==> src/rtl/vx_prefetch_tracker.sv <==
// rtl/vx_prefetch_tracker.sv - per-line prefetch/used metadata store with usefulness counters
// Two-stage pipeline: stage 0 reads the metadata RAM, stage 1 updates it and the statistics.
module vx_prefetch_tracker #(
    parameter int LINES       = 64,
    parameter int CTR_WIDTH   = 16,
    parameter int TRACK_READS = 1,
    localparam int ADDRW      = $clog2(LINES)
) (
    input  logic                 clk,
    input  logic                 reset,
    input  logic                 stall,
    input  logic                 req_valid,
    output logic                 req_ready,
    input  logic [ADDRW-1:0]     req_addr,
    input  logic                 req_fill,
    input  logic                 req_prefetch,
    input  logic                 req_rw,
    output logic                 rsp_valid,
    output logic                 rsp_prefetched,
    output logic                 rsp_used,
    output logic [CTR_WIDTH-1:0] useful_count,
    output logic [CTR_WIDTH-1:0] useless_count,
    output logic                 init_done
);

    typedef enum logic {
        ST_INIT,
        ST_RUN
    } state_t;

    localparam bit TRACK_RD = (TRACK_READS != 0);

    state_t               state_q;
    state_t               state_d;
    logic [ADDRW-1:0]     sweep_q;
    logic                 accept;

    logic                 s1_valid;
    logic [ADDRW-1:0]     s1_addr;
    logic                 s1_fill;
    logic                 s1_prefetch;
    logic                 s1_rw;
    logic                 byp_hit_q;
    logic [1:0]           byp_data_q;

    logic [1:0]           mem [LINES];
    logic [1:0]           ram_q;
    logic                 ram_we;
    logic [ADDRW-1:0]     ram_waddr;
    logic [1:0]           ram_wdata;

    logic [1:0]           old_pu;
    logic                 s1_we;
    logic [1:0]           s1_wdata;
    logic                 useful_inc;
    logic                 useless_inc;

    assign accept    = req_valid & req_ready;
    assign req_ready = (state_q == ST_RUN) & ~stall;
    assign init_done = (state_q == ST_RUN);

    always_ff @(posedge clk) begin
        if (reset) begin
            state_q <= ST_INIT;
            sweep_q <= '0;
        end else begin
            state_q <= state_d;
            if (state_q == ST_INIT) begin
                sweep_q <= sweep_q + 1'b1;
            end
        end
    end

    always_comb begin
        state_d = state_q;
        case (state_q)
            ST_INIT: if (sweep_q == ADDRW'(LINES - 1)) state_d = ST_RUN;
            ST_RUN:  state_d = ST_RUN;
            default: state_d = ST_INIT;
        endcase
    end

    // The RAM cannot return a same-edge write, so a read issued while stage 1
    // writes the same line takes the stage-1 write data instead.
    always_ff @(posedge clk) begin
        if (reset) begin
            s1_valid  <= 1'b0;
            byp_hit_q <= 1'b0;
        end else begin
            s1_valid <= accept;
            if (accept) begin
                byp_hit_q <= s1_we & (s1_addr == req_addr);
            end
        end
    end

    always_ff @(posedge clk) begin
        if (accept) begin
            s1_addr     <= req_addr;
            s1_fill     <= req_fill;
            s1_prefetch <= req_prefetch;
            s1_rw       <= req_rw;
            byp_data_q  <= s1_wdata;
        end
    end

    // Reset blocks both the sweep and any in-flight stage-1 write.
    assign ram_we    = ~reset & ((state_q == ST_INIT) | s1_we);
    assign ram_waddr = (state_q == ST_INIT) ? sweep_q : s1_addr;
    assign ram_wdata = (state_q == ST_INIT) ? 2'b00 : s1_wdata;

    always_ff @(posedge clk) begin
        if (ram_we) begin
            mem[ram_waddr] <= ram_wdata;
        end
        if (accept) begin
            ram_q <= mem[req_addr];
        end
    end

    assign old_pu = byp_hit_q ? byp_data_q : ram_q;

    always_comb begin
        s1_we       = 1'b0;
        s1_wdata    = old_pu;
        useful_inc  = 1'b0;
        useless_inc = 1'b0;
        if (s1_valid) begin
            if (s1_fill) begin
                s1_we       = 1'b1;
                s1_wdata    = {s1_prefetch, 1'b0};
                useless_inc = old_pu[1] & ~old_pu[0];
            end else if (!s1_prefetch && (s1_rw || TRACK_RD)) begin
                s1_we      = 1'b1;
                s1_wdata   = {old_pu[1], 1'b1};
                useful_inc = old_pu[1] & ~old_pu[0];
            end
        end
    end

    assign rsp_valid      = s1_valid;
    assign rsp_prefetched = s1_valid & old_pu[1];
    assign rsp_used       = s1_valid & old_pu[0];

    always_ff @(posedge clk) begin
        if (reset) begin
            useful_count  <= '0;
            useless_count <= '0;
        end else begin
            if (useful_inc && (useful_count != {CTR_WIDTH{1'b1}})) begin
                useful_count <= useful_count + 1'b1;
            end
            if (useless_inc && (useless_count != {CTR_WIDTH{1'b1}})) begin
                useless_count <= useless_count + 1'b1;
            end
        end
    end

endmodule

==> config.mk <==
export PLATFORM = sky130hd
export DESIGN_NAME = vx_prefetch_tracker
export DESIGN_NICKNAME = d
export VERILOG_FILES = /design/src/rtl/vx_prefetch_tracker.sv
export SDC_FILE = /design/constraint.sdc
export NUM_CORES = 1
export LEC_CHECK = 0
export CAP_MARGIN = 20
export CORE_ASPECT_RATIO = 1.4
export CORE_MARGIN = 2
export CORE_UTILIZATION = 45
export CTS_BUF_LIST = sky130_fd_sc_hd__clkbuf_2
export DETAILED_ROUTE_END_ITERATION = 8
export PLACE_DENSITY = 0.69
export REMOVE_ABC_BUFFERS = 1
export SYNTH_ARGS = -nofsm -noshare
export SYNTH_HDL_FRONTEND = slang
export SYNTH_SLANG_ARGS = --single-unit
==> constraint.sdc <==
create_clock -name clk -period 4.1 [get_ports clk]
set_input_delay 0.41 -clock clk [delete_from_list [all_inputs] [get_ports clk]]
set_output_delay 0.41 -clock clk [all_outputs]
set_load 0.02 [all_outputs]
* Yosys cells after proc, flatten, opt, wreduce, memory -nomap -nowiden
Memories as Yosys holds them, arrays and structs flattened. A register that Yosys moved wholly into a read port is not among the register bits.
Index checks and enable logic that the tools add are counted.
** Word-level totals
- Flip-flop bits (word level) :: 51
- Bits in latches :: 0
- RAM bits :: 128
- Memory bits (read-only) :: 0
- Bits of input ports :: 13
- Output and inout bits :: 37
- Logic and storage cells :: 50
- Memories :: 1
** Cells by class
- Add/subtract/negate cells :: 3
- $mul :: 0
- Div/mod/pow operators :: 0
- Magnitude comparators :: 0
- Eq/ne operators :: 4
- Shifts and indexed selects :: 0
- Mux-type cells :: 18
- Bitwise gates (word level) :: 12
- Reductions and logical operators :: 2
** Memory list
- mem :: words 64, bits a word 2, rd ports 1, clocked after memory_dff 1, wr ports 1, RTL line 46 : logic [1:0] mem [LINES];
** Operator list (number)
- 16-bit by 1-bit adder with 16-bit output (second input constant) :: 2
- 16-bit inequality test (second input constant) :: 2
- 1-bit 2-to-1 mux :: 12
- 2-bit 2-to-1 mux :: 4
- 1-bit AND :: 7
- 6-bit by 1-bit adder with 6-bit output (second input constant) :: 1
- 6-bit equality test :: 1
- 6-bit equality test (second input constant) :: 1
- 6-bit 2-to-1 mux :: 1
- 1-bit inverter :: 4
- 1-bit logical AND :: 2
- 1-bit case mux with 2 select lines :: 1
- 1-bit OR :: 1

* Depth between registers and ports, before layout
Gate-level depths: netlist of the first run.
- Word-level depth :: 7
- Gate-level depth with buffers :: 8
- Mapped depth without buffers :: 6

* Worst setup path before layout of the first run
OpenSTA, ideal clock, no wires.
- Path kind :: input to register
- Start point :: in req_addr[0]
- End point :: reg ram_q[0], read port of mem (data pin)
- Library setup time :: 272 ps
- Data arrival time :: 2060 ps
- Data required time :: 3828 ps
- Setup slack :: 1768 ps
- Stages on the path :: 8
- Path buffers :: 3
- Cell sequence :: buf_2 buf_6 buf_4 mux4_2 mux2i_1 nor3_1 a2111oi_0 a31oi_1
** RTL lines
- start, declared :: RTL line 14 : input logic [ADDRW-1:0] req_addr,
- end, declared :: RTL line 47 : logic [1:0] ram_q;

* Worst setup path in the final report of the first run
- Start point :: reg state_q (netlist: init_done)
- End point :: out req_ready
** Between the ends
- Cells in the longest elaborated chain, start to end :: 1
** Ends and longest elaborated chain
- start, declared :: RTL line 33 : state_t state_q;
- start signal, assigned :: RTL line 67 : state_q <= state_d;
- 1-bit AND :: RTL line 59 : assign req_ready = (state_q == ST_RUN) & ~stall;
- end, declared :: RTL line 13 : output logic req_ready,
Every way passes these cells.

==> impl_metrics.py, run 1 <==
metrics = {
    "route": {
        "drc": 0,
        "vias": 4920,
        "firstDrtPassIters": 5,
        "wl_um": 16500,
        "viasPerCell": 5.63,
        "antenna_left": 0,
        "dr.first_iter.drc_count": 452,
        "wl_per_cell_um": 18.8,
    },
    "cells_and_area": {
        "final_nets": 641,
        "num_antenna_cells": 0,
        "multiInputGateArea_sq_mm": 0.00266,
        "drive_gt1_share_pct": 13.8,
        "synthToLayoutAreaGrowth_pct": 14.0,
        "fillers": 1475,
        "seqCellArea_sq_mm": 0.00502,
    },
    "logic_synthesis": {
        "ys.flop_type": "edfxtp_1",
        "seq_area_frac_synth_pct": 64.2,
        "ys_top_cells_by_area": "edfxtp_1 54%, dfxtp_1 10%, mux4_2 10%",
        "netlist.area_leader.share_pct": 53.7,
        "synth_top_area_cell": "edfxtp_1",
        "yosys.cell_count.top_type": "edfxtp_1",
        "ys_warn_count": 0,
        "syn_area_sq_mm": 0.00783,
        "ys_seq_elements": 181,
        "synth_cell_types": 52,
        "synth_edf_count": 140,
        "synthCells": 568,
        "avgSynthCellArea_sq_um": 13.8,
        "netlist_top_cells_count": "140 x edfxtp_1, 95 x nor2_1, 41 x dfxtp_1",
        "async_flop_share_pct": 0,
    },
    "floorplan": {
        "initial_core_util_pct": 45.6,
        "coreArea_sq_mm": 0.0172,
        "rows": 57,
        "io_pins": 50,
        "die_width_um": 115,
        "dieArea_sq_mm": 0.0185,
        "dieHeight_um": 160,
    },
    "clock_network": {
        "clockRootBuffer": "clkbuf_2",
        "clock_latency_ps": 740,
        "numCtsBuffers": 17,
        "cts_tree": "done",
        "clkSinkCount": 181,
        "cts_resized": 0,
        "htreeDepth": 4,
        "cts_max_path_buffers": 2,
        "postCtsHoldBufs": 0,
        "cts.clk_slew.worst_paths_ps": 270,
        "post_cts_buffers": 0,
    },
    "job": {
        "max-cap-violations": 0,
    },
    "outcome": {
        "status": "finished clean",
    },
    "placement": {
        "dp_worst_setup_slack_ps": 1080,
        "gp_congestion": 0.877,
        "dp_hpwl_um": 11100,
        "io_buffer_count": 48,
    },
    "critical_path": {
        "start_kind": "flop",
        "critPathKind": "flop to output port",
        "required_ps": 3690,
        "end_kind": "output port",
        "crit_path_max_fanout": 26,
        "arrival_ps": 2230,
    },
    "global_routing": {
        "first_global_vias": 5073,
        "antenna_found_initial": 0,
        "grt_max_degree": 65,
        "grt_pass1_wl_um": 26300,
        "overflow": 0,
        "grtUsageTotal_pct": 18.9,
    },
    "sta": {
        "fin_crit_ps": 2640,
        "finalCritPeriodShare_pct": 64.3,
        "rsz0062_at_grt": "false",
        "setup_tns_ps": 0,
        "layout_setup_ws_ps": 1460,
        "maxSlewHeadroom_pct": 32.2,
        "hold_viol_final": 0,
        "setup_viol": 0,
        "fmax_ghz": 0.379,
        "tightestPinTransition_ps": 1000,
        "drv_slew": 0,
        "finClkSkew_ps": 35.2,
    },
    "power": {
        "power_density_mw_per_mm2": 363,
        "peakVddDrop_mv": 0.266,
        "leakage_nw": 2.86,
    },
    "worst_hold_path": {
        "hold_class": "primary input to flop",
    },
}
stage by stage:
stage	std cells	total power, W	util [%]	area, sq um	hold WS [ps]
2_1_floorplan	548	0.00207	-	7730	475
3_3_place_gp	841	0.00214	49.9	8580	480
3_5_place_dp	841	0.00215	49.9	8580	498
4_1_cts	873	0.00327	51.9	8910	105
5_1_grt	874	0.00336	52.0	8930	108
6_report	874	0.00324	52.0	8930	193
layout make-up:
| cell class | count | area share (%) |
|---|---|---|
| clock buffers | 17 | 0.953 |
| flip-flops and latches | 181 | 56.3 |
| multi-input cells | 354 | 29.8 |
| well taps | 236 | 3.31 |
| clock inverters | 15 | 2.75 |
| inverters | 13 | 0.546 |
| repair buffers | 58 | 6.39 |
power by group:
part	internal [W]	leakage [nW]	switching [W]
combinational	0.0000648	1.01	0.0000789
clock	0.000484	0.182	0.000647
sequential	0.00196	1.66	0.00000496
total	0.00251	2.86	0.000731
routing by layer:
metal	vias to the layer above	GRT usage, %	wire length [um]
met1	2454	22.1	6440
met3	25	3.91	860
met2	164	33.3	8780
li1	2277	-	-
met5	-	0	0
met4	0	7.67	395
cells by family after synthesis:
| group | count (synthesis) | share of synthesized area, % |
|---|---|---|
| and+or+nand+nor | 204 | 12.3 |
| muxes | 56 | 12.9 |
| AOI/OAI and AO/OA | 70 | 5.99 |
| adders and majority gates | 3 | 0.479 |
| DFF | 181 | 64.2 |
| buffers and inverters | 33 | 1.87 |
| xor gates and xnor gates | 21 | 2.35 |
state kept, by name, indices dropped and copies added, names as in the netlist:
signal,flops
useful_count,16
byp_hit_q,1
useless_count,16
byp_data_q,2
s1_addr,6
sweep_q,6
mem,128
init_done,1
ram_q,2
s1_fill,1
rsp_valid,1
s1_prefetch,1
cell usage in the layout, fill, tap and decap left out, drive strengths merged, types with 4 or more instances in the layout:
cell type and n:
mux2 8, o32ai 8, xnor2 8, nor2b 10, buf 11, nand4 6
and2 4, nand2 34, inv 19, nor2 95, a211oi 7, or3 12
clkbuf 17, nand3 16, mux2i 13, a21oi 17, nor4 6, mux4 35
bufinv 5, clkdlybuf4s50 47, and3 5, a31oi 4, dfxtp 41, xor2 13
edfxtp 140, o21ai 14
worst max-delay path, cell delays in order (launching register included):
cell and delay [ps]:
dfxtp_1 390, buf_4 290, nor2b_1 220, clkdlybuf4s50_1 630
worst paths after layout:
path	slack (ps)	from	end	cells after the start
worst max-delay path	1460	init_done	req_ready	3
worst min-delay path	190	req_prefetch	s1_prefetch	1
worst max register to register	1790	useless_count[7]	useless_count[15]	5
worst min register to register	520	useless_count[9]	useless_count[9]	2
(Power assumes the default switching activity.)
==> run 2, diff against run 1 <==
--- a/config.mk
+++ b/config.mk
@@ -11,7 +11,7 @@
 export CORE_UTILIZATION = 45
 export CTS_BUF_LIST = sky130_fd_sc_hd__clkbuf_2
 export DETAILED_ROUTE_END_ITERATION = 8
-export PLACE_DENSITY = 0.69
+export PLACE_DENSITY = 0.72
 export REMOVE_ABC_BUFFERS = 1
 export SYNTH_ARGS = -nofsm -noshare
 export SYNTH_HDL_FRONTEND = slang
==> constraint.sdc (replaced) <==
create_clock -name clk -period 2.4 [get_ports clk]
set_input_delay 0.24 -clock clk [delete_from_list [all_inputs] [get_ports clk]]
set_output_delay 0.24 -clock clk [all_outputs]
set_load 0.02 [all_outputs]
==> run 2 against run 1 <==
Against the previous run:
- count of clock-buffer cells in the layout up 3
- cell area up 0.56%
- sequential share of layout area fell by 0.27 points
- worst setup slack lost 1300 ps
- clock skew decreased by 9.3 ps
- hold slack worse by 100 ps
- total power is 55% higher
- first-iteration DRC count fell by 8.0%
- die area did not move
- register-to-register slack worse by 1700 ps
- via count is 1.2% higher
- non-clock buffer count rose by 13
- critical path type is now flop to flop
==> impl_metrics.py, run 2 (synthesized netlist as in run 1, its figures left out) <==
metrics = {
    "outcome": {
        "status": "finished clean",
    },
    "cells_and_area": {
        "final_nets": 654,
        "top_regs": "mem: 128 flops, useful_count: 16 flops, useless_count: 16 flops",
        "final_area_sq_mm": 0.00898,
        "layout_commonest_cell": "edfxtp_1",
        "drive_gt1_share_pct": 15.5,
        "largest_reg_flops": 128,
        "synthToLayoutAreaGrowth_pct": 14.7,
        "fillers": 1432,
        "final_cell_mix": "140 x edfxtp_1, 95 x nor2_1, 44 x clkdlybuf4s50_1",
        "regMostFlops": "mem",
        "final_cells": 886,
        "final_util_pct": 52.2,
        "num_antenna_cells": 0,
    },
    "power": {
        "p_int_w": 0.00387,
        "power_density_mw_per_mm2": 559,
        "p_clk_share_pct": 27.8,
        "power_frac_comb_pct": 5.4,
        "share_seq_of_total_power_pct": 66.8,
        "leakage_nw": 2.94,
        "peakVddDrop_mv": 0.280,
        "p_sw_share_pct": 23.0,
        "p_switching_w": 0.00115,
    },
    "clock_network": {
        "htreeDepth": 4,
        "numCtsBuffers": 17,
        "cts.clk_slew.worst_paths_ps": 220,
        "clock_latency_ps": 770,
        "clkSinkCount": 181,
        "clockRootBuffer": "clkbuf_2",
        "post_cts_buffers": 0,
        "cts_max_path_buffers": 2,
        "cts_tree": "done",
    },
    "sta": {
        "tightestPinTransition_ps": 786,
        "setup_tns_ps": 0,
        "maxSlewHeadroom_pct": 47.1,
        "fin_crit_ps": 2290,
        "drv_slew": 0,
        "setup_viol": 0,
        "finalCritPeriodShare_pct": 95.2,
        "finClkSkew_ps": 26.0,
        "rsz0062_at_grt": "false",
        "hold_viol_final": 0,
        "fmax_ghz": 0.438,
    },
    "route": {
        "viasPerCell": 5.62,
        "drc": 0,
        "vias": 4977,
        "firstDrtPassIters": 5,
        "antenna_left": 0,
        "wl_per_cell_um": 18.3,
        "wl_um": 16200,
        "dr.first_iter.drc_count": 416,
    },
    "floorplan": {
        "die_width_um": 115,
        "dieHeight_um": 160,
        "rows": 57,
        "io_pins": 50,
        "coreArea_sq_mm": 0.0172,
        "initial_core_util_pct": 45.6,
        "dieArea_sq_mm": 0.0185,
    },
    "critical_path": {
        "required_ps": 3100,
        "end_kind": "flop",
        "cp_cell_sequence": "or3b_4, a211o_1, a21o_1, or4_1, a21oi_1",
        "slowest_stage": "or4_1",
        "r2r_cells": 5,
        "crit_path_max_incr_delay_ps": 520,
        "crit_path_max_fanout": 13,
        "critPathKind": "flop to flop",
        "start_kind": "flop",
        "arrival_ps": 2990,
    },
    "job": {
        "max-cap-violations": 0,
    },
    "global_routing": {
        "first_global_vias": 5002,
        "grt_pass1_wl_um": 25700,
        "grtUsageTotal_pct": 18.2,
        "overflow": 0,
        "grt_max_degree": 65,
        "antenna_found_initial": 0,
    },
    "placement": {
        "place_inst": 853,
        "gp_congestion": 0.855,
        "io_buffer_count": 48,
        "dp_hpwl_um": 11200,
        "place_area_sq_mm": 0.00874,
    },
    "worst_hold_path": {
        "hold_class": "primary input to flop",
        "whs_path_depth": 1,
    },
}
==> run 2: cell count changes in the layout (fill, tap and decap cells not counted), moves of 3 or more <==
| cell | change |
|---|---|
| inv_8 | -3 |
| clkdlybuf4s50_1 | -3 |
| clkinv_4 | +4 |
| clkbuf_2 | +3 |
| bufinv_16 | -4 |
| buf_12 | +5 |
| buf_4 | +7 |
==> run 2: metal layers <==
metal	wire length (um)	global-route usage [%]	vias to the layer above
li1	-	-	2323
met3	827	5.05	27
met1	6400	21.0	2466
met2	8660	32.3	161
met5	0	0	-
met4	285	5.53	0
==> run 2: worst paths after layout <==
path,slack [ps],startpoint,endpoint
max,110,ram_q[0],useful_count[5]
min,90,req_prefetch,s1_prefetch
max reg2reg,110,ram_q[0],useful_count[5]
min reg2reg,510,useless_count[9],useless_count[9]
==> run 2: per-stage QoR <==
stage	power, W	hold slack (ps)	setup WS [ps]
5_1_grt	0.00519	19.0	2.29
6_report	0.00502	89.9	114
3_3_place_gp	0.00369	482	-28.9
2_1_floorplan	0.00354	309	123
4_1_cts	0.00507	1.45	2.18
3_5_place_dp	0.00369	498	-4.19
==> run 2: critical path, delay by kind of cell (launching register included) <==
family | cells | cell delay (ps)
AND/OR/NAND/NOR | 2 | 930
AO/OA/AOI/OAI | 3 | 850
flip-flops | 1 | 460
==> run 2: timing repair <==
action	in CTS	in global routing
resized for setup	2	5
hold buffers	1	1
endpoints found under the hold margin	1	1
cloned	0	0
setup endpoints to repair	3	7
==> run 2: cell type report <==
class | count | area, sq um | area share, %
flip-flops and latches | 181 | 5030 | 56.0
well taps | 236 | 295 | 3.29
multi-input cells | 354 | 2670 | 29.7
clock buffers | 20 | 100 | 1.11
inverters | 13 | 48.8 | 0.543
clock inverters | 11 | 104 | 1.16
repair buffers | 71 | 732 | 8.15
==> run 2: power by group through the flow <==
stage / Clock (W) / Combinational [W] / Sequential (W)
5_1_grt: 0.00154 / 0.000291 / 0.00335
6_report: 0.00140 / 0.000272 / 0.00335
4_1_cts: 0.00144 / 0.000272 / 0.00335
3_5_place_dp: 0 / 0.000270 / 0.00342
3_3_place_gp: 0 / 0.000268 / 0.00342
2_1_floorplan: 0 / 0.000127 / 0.00342
